==> config.mk <==
export PLATFORM = sky130hd
export DESIGN_NAME = fp32_divider_seq
export DESIGN_NICKNAME = d
export VERILOG_FILES = /design/src/rtl/fp32_pkg.sv /design/src/rtl/fp32_mant_div_iter.sv /design/src/rtl/fp32_divider_seq.sv
export SDC_FILE = /design/constraint.sdc
export NUM_CORES = 1
export LEC_CHECK = 0
export ABC_CLOCK_PERIOD_IN_PS = 12010
export CAP_MARGIN = 20
export CORE_UTILIZATION = 33
export DETAILED_ROUTE_END_ITERATION = 10
export PLACE_DENSITY = 0.49
export SYNTH_ARGS = -nofsm -noshare
export SYNTH_HDL_FRONTEND = slang
export SYNTH_SLANG_ARGS = --single-unit
==> constraint.sdc <==
create_clock -name clk -period 12.01 [get_ports clk]
set_input_delay 3.603 -clock clk [delete_from_list [all_inputs] [get_ports clk]]
set_output_delay 3.603 -clock clk [all_outputs]
set_load 0.02 [all_outputs]
==> src/rtl/fp32_pkg.sv <==
// Shared FP32 definitions for the sequential divider.
// Holds the field layout, the exponent bias, the number of quotient bits the
// restoring divider produces, the controller state encoding and the
// special-operand classification in its priority order.
package fp32_pkg;

    localparam int SIGN_POS  = 31;
    localparam int EXP_W     = 8;
    localparam int MANT_W    = 23;
    localparam int BIAS      = 127;
    localparam logic [EXP_W-1:0] EXP_MAX = 8'hFF;

    // One integer bit, 23 fraction bits, guard bit and one extra bit for
    // the case where the quotient of the significands is below 1.0.
    localparam int QUOT_BITS = 26;
    localparam int CNT_W     = 5;

    typedef enum logic [1:0] {
        IDLE,
        DIVIDE,
        ROUND,
        DONE
    } state_t;

    // Special operand classes; the declaration order is the priority order.
    typedef enum logic [1:0] {
        SPC_NONE,
        SPC_EXCEPTION,
        SPC_DIV_ZERO,
        SPC_ZERO
    } special_t;

    // Operands with a zero exponent are flushed to zero, so only the
    // exponent fields decide the class.
    function automatic special_t classify(input logic [EXP_W-1:0] exp_a,
                                          input logic [EXP_W-1:0] exp_b);
        if (exp_a == EXP_MAX || exp_b == EXP_MAX) return SPC_EXCEPTION;
        if (exp_b == '0)                          return SPC_DIV_ZERO;
        if (exp_a == '0)                          return SPC_ZERO;
        return SPC_NONE;
    endfunction

endpackage

==> src/rtl/fp32_mant_div_iter.sv <==
// Restoring division of two 24-bit significands, one quotient bit per clock.
// Ports:
//   clk    - clock
//   load   - capture op_a as the initial remainder and op_b as the divisor
//   step   - perform one restoring iteration
//   op_a   - dividend significand {1, fraction}
//   op_b   - divisor significand {1, fraction}
//   done   - the current step is the last of QUOT_BITS iterations
//   q      - quotient, MSB (weight 2^0) produced first
//   rem_nz - remainder is non-zero (feeds the sticky bit)
module fp32_mant_div_iter
    import fp32_pkg::*;
(
    input  logic                 clk,
    input  logic                 load,
    input  logic                 step,
    input  logic [MANT_W:0]      op_a,
    input  logic [MANT_W:0]      op_b,
    output logic                 done,
    output logic [QUOT_BITS-1:0] q,
    output logic                 rem_nz
);

    // After a subtraction the remainder is below the divisor (< 2^24), so the
    // shifted value always fits in 25 bits.
    localparam int REM_W = MANT_W + 2;
    localparam logic [CNT_W-1:0] LAST_STEP = CNT_W'(QUOT_BITS - 1);

    logic [REM_W-1:0]  rem;
    logic [MANT_W:0]   divisor;
    logic [CNT_W-1:0]  cnt;
    logic [REM_W-1:0]  div_ext;
    logic [REM_W-1:0]  rem_sub;
    logic              fits;

    always_comb begin
        div_ext = {1'b0, divisor};
        fits    = (rem >= div_ext);
        rem_sub = fits ? (rem - div_ext) : rem;
    end

    always_ff @(posedge clk) begin
        if (load) begin
            rem     <= {1'b0, op_a};
            divisor <= op_b;
            q       <= '0;
            cnt     <= '0;
        end else if (step) begin
            rem <= rem_sub << 1;
            q   <= {q[QUOT_BITS-2:0], fits};
            cnt <= cnt + CNT_W'(1);
        end
    end

    assign done   = (cnt == LAST_STEP);
    assign rem_nz = |rem;

endmodule

==> src/rtl/fp32_divider_seq.sv <==
// Sequential IEEE-754 single-precision divider, res = a / b.
// Denormal operands are flushed to zero; rounding is to nearest even.
// Ports:
//   clk, rst           - clock, synchronous active-high reset
//   in_valid, in_ready - operand handshake (in_ready high only when idle)
//   a, b               - dividend and divisor, FP32
//   out_valid, out_ready - result handshake; res/flags held until accepted
//   res                - quotient, FP32
//   exception          - an operand has exponent 8'hFF
//   div_by_zero        - divisor is zero and no exception
//   overflow/underflow - final biased exponent out of the normal range
module fp32_divider_seq
    import fp32_pkg::*;
(
    input  logic        clk,
    input  logic        rst,
    input  logic        in_valid,
    output logic        in_ready,
    input  logic [31:0] a,
    input  logic [31:0] b,
    output logic        out_valid,
    input  logic        out_ready,
    output logic [31:0] res,
    output logic        exception,
    output logic        div_by_zero,
    output logic        overflow,
    output logic        underflow
);

    localparam int EXP_CALC_W = EXP_W + 2;
    localparam logic signed [EXP_CALC_W-1:0] BIAS_S = EXP_CALC_W'(BIAS);

    typedef struct packed {
        logic [31:0] res;
        logic        ovf;
        logic        unf;
    } round_t;

    // Normalise the quotient, round to nearest even and pack the result,
    // saturating to infinity / flushing to zero outside the exponent range.
    function automatic round_t round_pack(input logic                 sign,
                                          input logic [EXP_W-1:0]     exp_a,
                                          input logic [EXP_W-1:0]     exp_b,
                                          input logic [QUOT_BITS-1:0] quo,
                                          input logic                 rem_nz);
        round_t                        r;
        logic [MANT_W-1:0]             mant;
        logic                          guard;
        logic                          sticky;
        logic                          adj;
        logic                          inc;
        logic [MANT_W:0]               sum;
        logic signed [EXP_CALC_W-1:0]  e;

        r = '0;
        if (quo[QUOT_BITS-1]) begin
            mant   = quo[QUOT_BITS-2:2];
            guard  = quo[1];
            sticky = quo[0] | rem_nz;
            adj    = 1'b0;
        end else begin
            mant   = quo[QUOT_BITS-3:1];
            guard  = quo[0];
            sticky = rem_nz;
            adj    = 1'b1;
        end
        inc = guard & (sticky | mant[0]);
        // A carry out leaves sum[MANT_W-1:0] at zero, which is the
        // correctly renormalised fraction.
        sum = {1'b0, mant} + {{MANT_W{1'b0}}, inc};
        e   = $signed({2'b00, exp_a}) - $signed({2'b00, exp_b}) + BIAS_S
              - $signed({{(EXP_CALC_W-1){1'b0}}, adj})
              + $signed({{(EXP_CALC_W-1){1'b0}}, sum[MANT_W]});

        if (e >= EXP_CALC_W'(255)) begin
            r.res = {sign, EXP_MAX, {MANT_W{1'b0}}};
            r.ovf = 1'b1;
        end else if (e <= EXP_CALC_W'(0)) begin
            r.res = {sign, {(EXP_W+MANT_W){1'b0}}};
            r.unf = 1'b1;
        end else begin
            r.res = {sign, e[EXP_W-1:0], sum[MANT_W-1:0]};
        end
        return r;
    endfunction

    state_t              state_q;
    state_t              state_d;
    special_t            spc;
    logic                accept;
    logic                load;
    logic                step;
    logic                done;
    logic                rem_nz;
    logic [QUOT_BITS-1:0] quo;
    logic                sign_in;
    logic [EXP_W-1:0]    exp_a_in;
    logic [EXP_W-1:0]    exp_b_in;
    logic [MANT_W:0]     op_a;
    logic [MANT_W:0]     op_b;
    logic                sign_q;
    logic [EXP_W-1:0]    exp_a_q;
    logic [EXP_W-1:0]    exp_b_q;
    round_t              rnd;

    assign sign_in  = a[SIGN_POS] ^ b[SIGN_POS];
    assign exp_a_in = a[SIGN_POS-1 -: EXP_W];
    assign exp_b_in = b[SIGN_POS-1 -: EXP_W];
    assign op_a     = {1'b1, a[MANT_W-1:0]};
    assign op_b     = {1'b1, b[MANT_W-1:0]};
    assign spc      = classify(exp_a_in, exp_b_in);
    assign rnd      = round_pack(sign_q, exp_a_q, exp_b_q, quo, rem_nz);

    fp32_mant_div_iter u_iter (
        .clk    (clk),
        .load   (load),
        .step   (step),
        .op_a   (op_a),
        .op_b   (op_b),
        .done   (done),
        .q      (quo),
        .rem_nz (rem_nz)
    );

    always_ff @(posedge clk) begin
        if (rst) state_q <= IDLE;
        else     state_q <= state_d;
    end

    always_comb begin
        state_d   = state_q;
        in_ready  = 1'b0;
        out_valid = 1'b0;
        accept    = 1'b0;
        load      = 1'b0;
        step      = 1'b0;
        case (state_q)
            IDLE: begin
                in_ready = 1'b1;
                if (in_valid) begin
                    accept  = 1'b1;
                    load    = (spc == SPC_NONE);
                    state_d = (spc == SPC_NONE) ? DIVIDE : DONE;
                end
            end
            DIVIDE: begin
                step = 1'b1;
                if (done) state_d = ROUND;
            end
            ROUND: state_d = DONE;
            DONE: begin
                out_valid = 1'b1;
                if (out_ready) state_d = IDLE;
            end
            default: state_d = IDLE;
        endcase
    end

    // Result and flags; res keeps its old value through a normal-path
    // division and is only rewritten once the rounded value is ready.
    always_ff @(posedge clk) begin
        if (rst) begin
            res         <= '0;
            exception   <= 1'b0;
            div_by_zero <= 1'b0;
            overflow    <= 1'b0;
            underflow   <= 1'b0;
        end else if (accept) begin
            sign_q      <= sign_in;
            exp_a_q     <= exp_a_in;
            exp_b_q     <= exp_b_in;
            exception   <= 1'b0;
            div_by_zero <= 1'b0;
            overflow    <= 1'b0;
            underflow   <= 1'b0;
            case (spc)
                SPC_EXCEPTION: begin
                    res       <= '0;
                    exception <= 1'b1;
                end
                SPC_DIV_ZERO: begin
                    res         <= {sign_in, EXP_MAX, {MANT_W{1'b0}}};
                    div_by_zero <= 1'b1;
                end
                SPC_ZERO: res <= {sign_in, {(EXP_W+MANT_W){1'b0}}};
                default: ;
            endcase
        end else if (state_q == ROUND) begin
            res       <= rnd.res;
            overflow  <= rnd.ovf;
            underflow <= rnd.unf;
        end
    end

endmodule

==> results.cfg <==
[pwr]
p_seq_share_pct = 28.4
peakVddDrop_v = 0.000103
swShare_pct = 42.5
internal-power_mw = 1.40
switchingPower_mw = 1.03
p_total_mw = 2.44
clkPwrFrac_pct = 21.4
combPwrFrac_pct = 50.2
powerDensity_nw_per_um2 = 238
p_leak_nw = 3.77

[drt]
drt_iter0_drc = 476
post-route-drc-count = 0
routed_wl_um = 22600
wl_per_cell_um = 16.9
num_vias = 7037
ant_nets = 0
first_pass_iters = 5
vias_per_cell = 5.28

[yosys]
synth_top_area_cell = edfxtp_1
yosysSeqAreaShare_pct = 39.9
yosysWarnings = 0
synth-edff-count = 63
async_flop_share_pct = 0
netlist_instances = 908
synth-seq-cells = 134
syn_area_um2 = 8300
synth_nets = 1025
synth_area_per_cell_um2 = 9.15
netlist_top_cells_area = edfxtp_1, dfxtp_1, ha_1
synth_top_cell_area_share_pct = 22.8
synth_ff_type = dfxtp_1
synth_cell_types = 81

[grt]
grt_pass1_vias = 6906
antenna_found_initial = 0
grt_max_degree = 57
grtUsageTotal_pct = 17.8
overflow = 0
grt_pass1_wl_um = 36200

[clock_network]
h-tree-depth = 4
ctsResizeCount = 0
cts_sinks = 134
root_buffer = clkbuf_16
holdBufCountCts = 0
tritoncts = built
path_clk_slew_ns = 0.06
clockBufferDepth = 2
postCtsSetupBuffers = 0
worstSkewPairLatency_ns = 0.43
cts_buffers = 17

[cells_and_area]
final_cells = 1334
diodes = 0
fill_cells = 2483
layout.nets = 1114
postLayoutCoreUtil_pct = 41.7
layout-drive-gt1-share_pct = 7.82
syn_to_final_growth_pct = 23.1
seq_area_um2 = 3310
multi_input_comb_area_um2 = 4560

[critical_path]
path_cells = clkdlybuf4s50_1 -> nand2_1 -> nor3_1 -> nand3_2 -> buf_4 -> inv_2 -> buf_4 -> and2_1 -> a41oi_1 -> o31ai_1
critPathBufInv = 4
worstSetupPathType = input port to register
crit_family = buffers and inverters
crit_path_max_fanout = 56
end_kind = register
path_common_cell = buf_4
crit_path_start_kind = input port
arrival_ns = 6.58
crit_required_ns = 12.26
crit_slowest_cell = buf_4
regToRegSetupSlack_ns = 6.18
slowest_delay_ns = 0.58

[sta]
period_share_pct = 52.7
fmax_ghz = 0.158
setup_violations = 0
fin_worst_skew_ns = 0.00838
slew_violations = 0
grt_setup_unrepaired = no
hold_viol_final = 0
relSlewSlack_pct = 31.8
worstMarginPinSlew_ns = 1.02
period_minus_slack_ns = 6.33
fin_ws_ns = 5.68
finalSetupTns_ns = 0

[place]
hpwl_um = 16000
gp_congestion = 0.800
portBuffers = 105
dpl.cell_count = 1302
pre_cts_ws_ns = 5.27

[floorplanning]
die-width_um = 161
dieHeight_um = 161
die_area_um2 = 25800
core-area_um2 = 24500
start_util_pct = 33.8
io_pins = 106
core.rowCount = 57

[run]
maxCapViolations = 0

[outcome]
outcome = completed

[hold_path]
min_path_type = register to register
-- layout make-up --
type | instances | area share, %
well taps | 324 | 3.97
flip-flops and latches | 134 | 32.4
clock buffers | 17 | 4.16
clock inverters | 15 | 1.48
multi-input cells | 665 | 44.6
inverters | 65 | 2.39
repair buffers | 114 | 10.9
-- synth_stat cells, types with 10 or more instances --
library cell,n
o21ai_0,36
nor3_1,11
edfxtp_1,63
o211ai_1,18
nor4_1,12
a31oi_1,23
a21oi_1,51
a21o_1,19
inv_1,63
xor2_1,18
mux2i_1,35
nor2_1,97
ha_1,45
a211oi_1,15
nand4_1,21
dfxtp_1,71
nand2b_1,10
xnor2_1,18
clkbuf_1,29
o21ai_2,10
nand2_1,66
nand3_1,30
-- metal layers --
metal  global-route usage [%]  share of wire [%]
met5                        0                  0
met2                     28.4                 47
met1                     24.2                 49
met3                     3.59                3.7
met4                     4.85               0.97
-- cell usage in the layout, fill, tap and decap left out, drive strengths merged, types with 10 or more instances in the layout --
| master | n |
|---|---|
| a21oi | 51 |
| clkbuf | 17 |
| nor4 | 13 |
| nand2b | 10 |
| xor2 | 18 |
| xnor2 | 18 |
| a21o | 19 |
| a211oi | 15 |
| nor2b | 10 |
| nor2 | 97 |
| nand2 | 66 |
| o211ai | 19 |
| o21ai | 47 |
| nand4 | 22 |
| mux2i | 35 |
| ha | 45 |
| edfxtp | 63 |
| a31oi | 24 |
| nand3 | 30 |
| clkdlybuf4s50 | 105 |
| dfxtp | 71 |
| nor3 | 12 |
| inv | 69 |
-- worst paths after layout --
path | start | to | cells after the start
max | in_valid | u_iter.rem[22] | 10
min | res[1] | res[1] | 2
max reg2reg | u_iter.q[25] | res[14] | 18
min reg2reg | res[1] | res[1] | 2
-- logic make-up (layout without fill, tap and decap cells) --
| kind of cell | Yosys count | in the layout | synth area share [%] |
|---|---|---|---|
| AND/OR/NAND/NOR | 289 | 289 | 16.8 |
| AO/OA/AOI/OAI | 252 | 252 | 21.6 |
| flip-flops | 134 | 134 | 39.9 |
| buffers and inverters | 109 | 211 | 5.33 |
| adder cells (fa/ha/maj) | 49 | 49 | 7.74 |
| multiplexers | 39 | 39 | 4.76 |
| XOR/XNOR | 36 | 36 | 3.80 |
-- worst min-delay path, delay by kind of cell (launching register included) --
family / cells / cell delay, ns
AND/OR/NAND/NOR: 1 / 0.06
AO/OA/AOI/OAI: 1 / 0.04
flip-flops: 1 / 0.33
-- metrics by stage --
stage	cell area (µm²)	hold WS [ns]
finish	10200	0.457
global route	10200	0.480
CTS	10200	0.462
detailed placement	9640	0.444
global placement	9640	0.448
floorplan	8300	0.479
-- state kept, by name, summed over array words and instances, names as in the netlist, 2 cells and up --
signal          cells
u_iter.q           26
u_iter.divisor     23
state_q             2
exp_a_q             8
u_iter.rem         25
exp_b_q             8
res                32
u_iter.cnt          5
-- power by group through the flow --
| stage | combinational (mW) | sequential [mW] | clock [mW] |
|---|---|---|---|
| 6_report | 1.22 | 0.691 | 0.522 |
| 5_1_grt | 1.36 | 0.702 | 0.559 |
| 4_1_cts | 1.23 | 0.692 | 0.538 |
| 3_5_place_dp | 1.22 | 0.699 | 0 |
| 3_3_place_gp | 1.22 | 0.701 | 0 |
| 2_1_floorplan | 0.916 | 0.678 | 0 |
(Power assumes the default switching activity.)
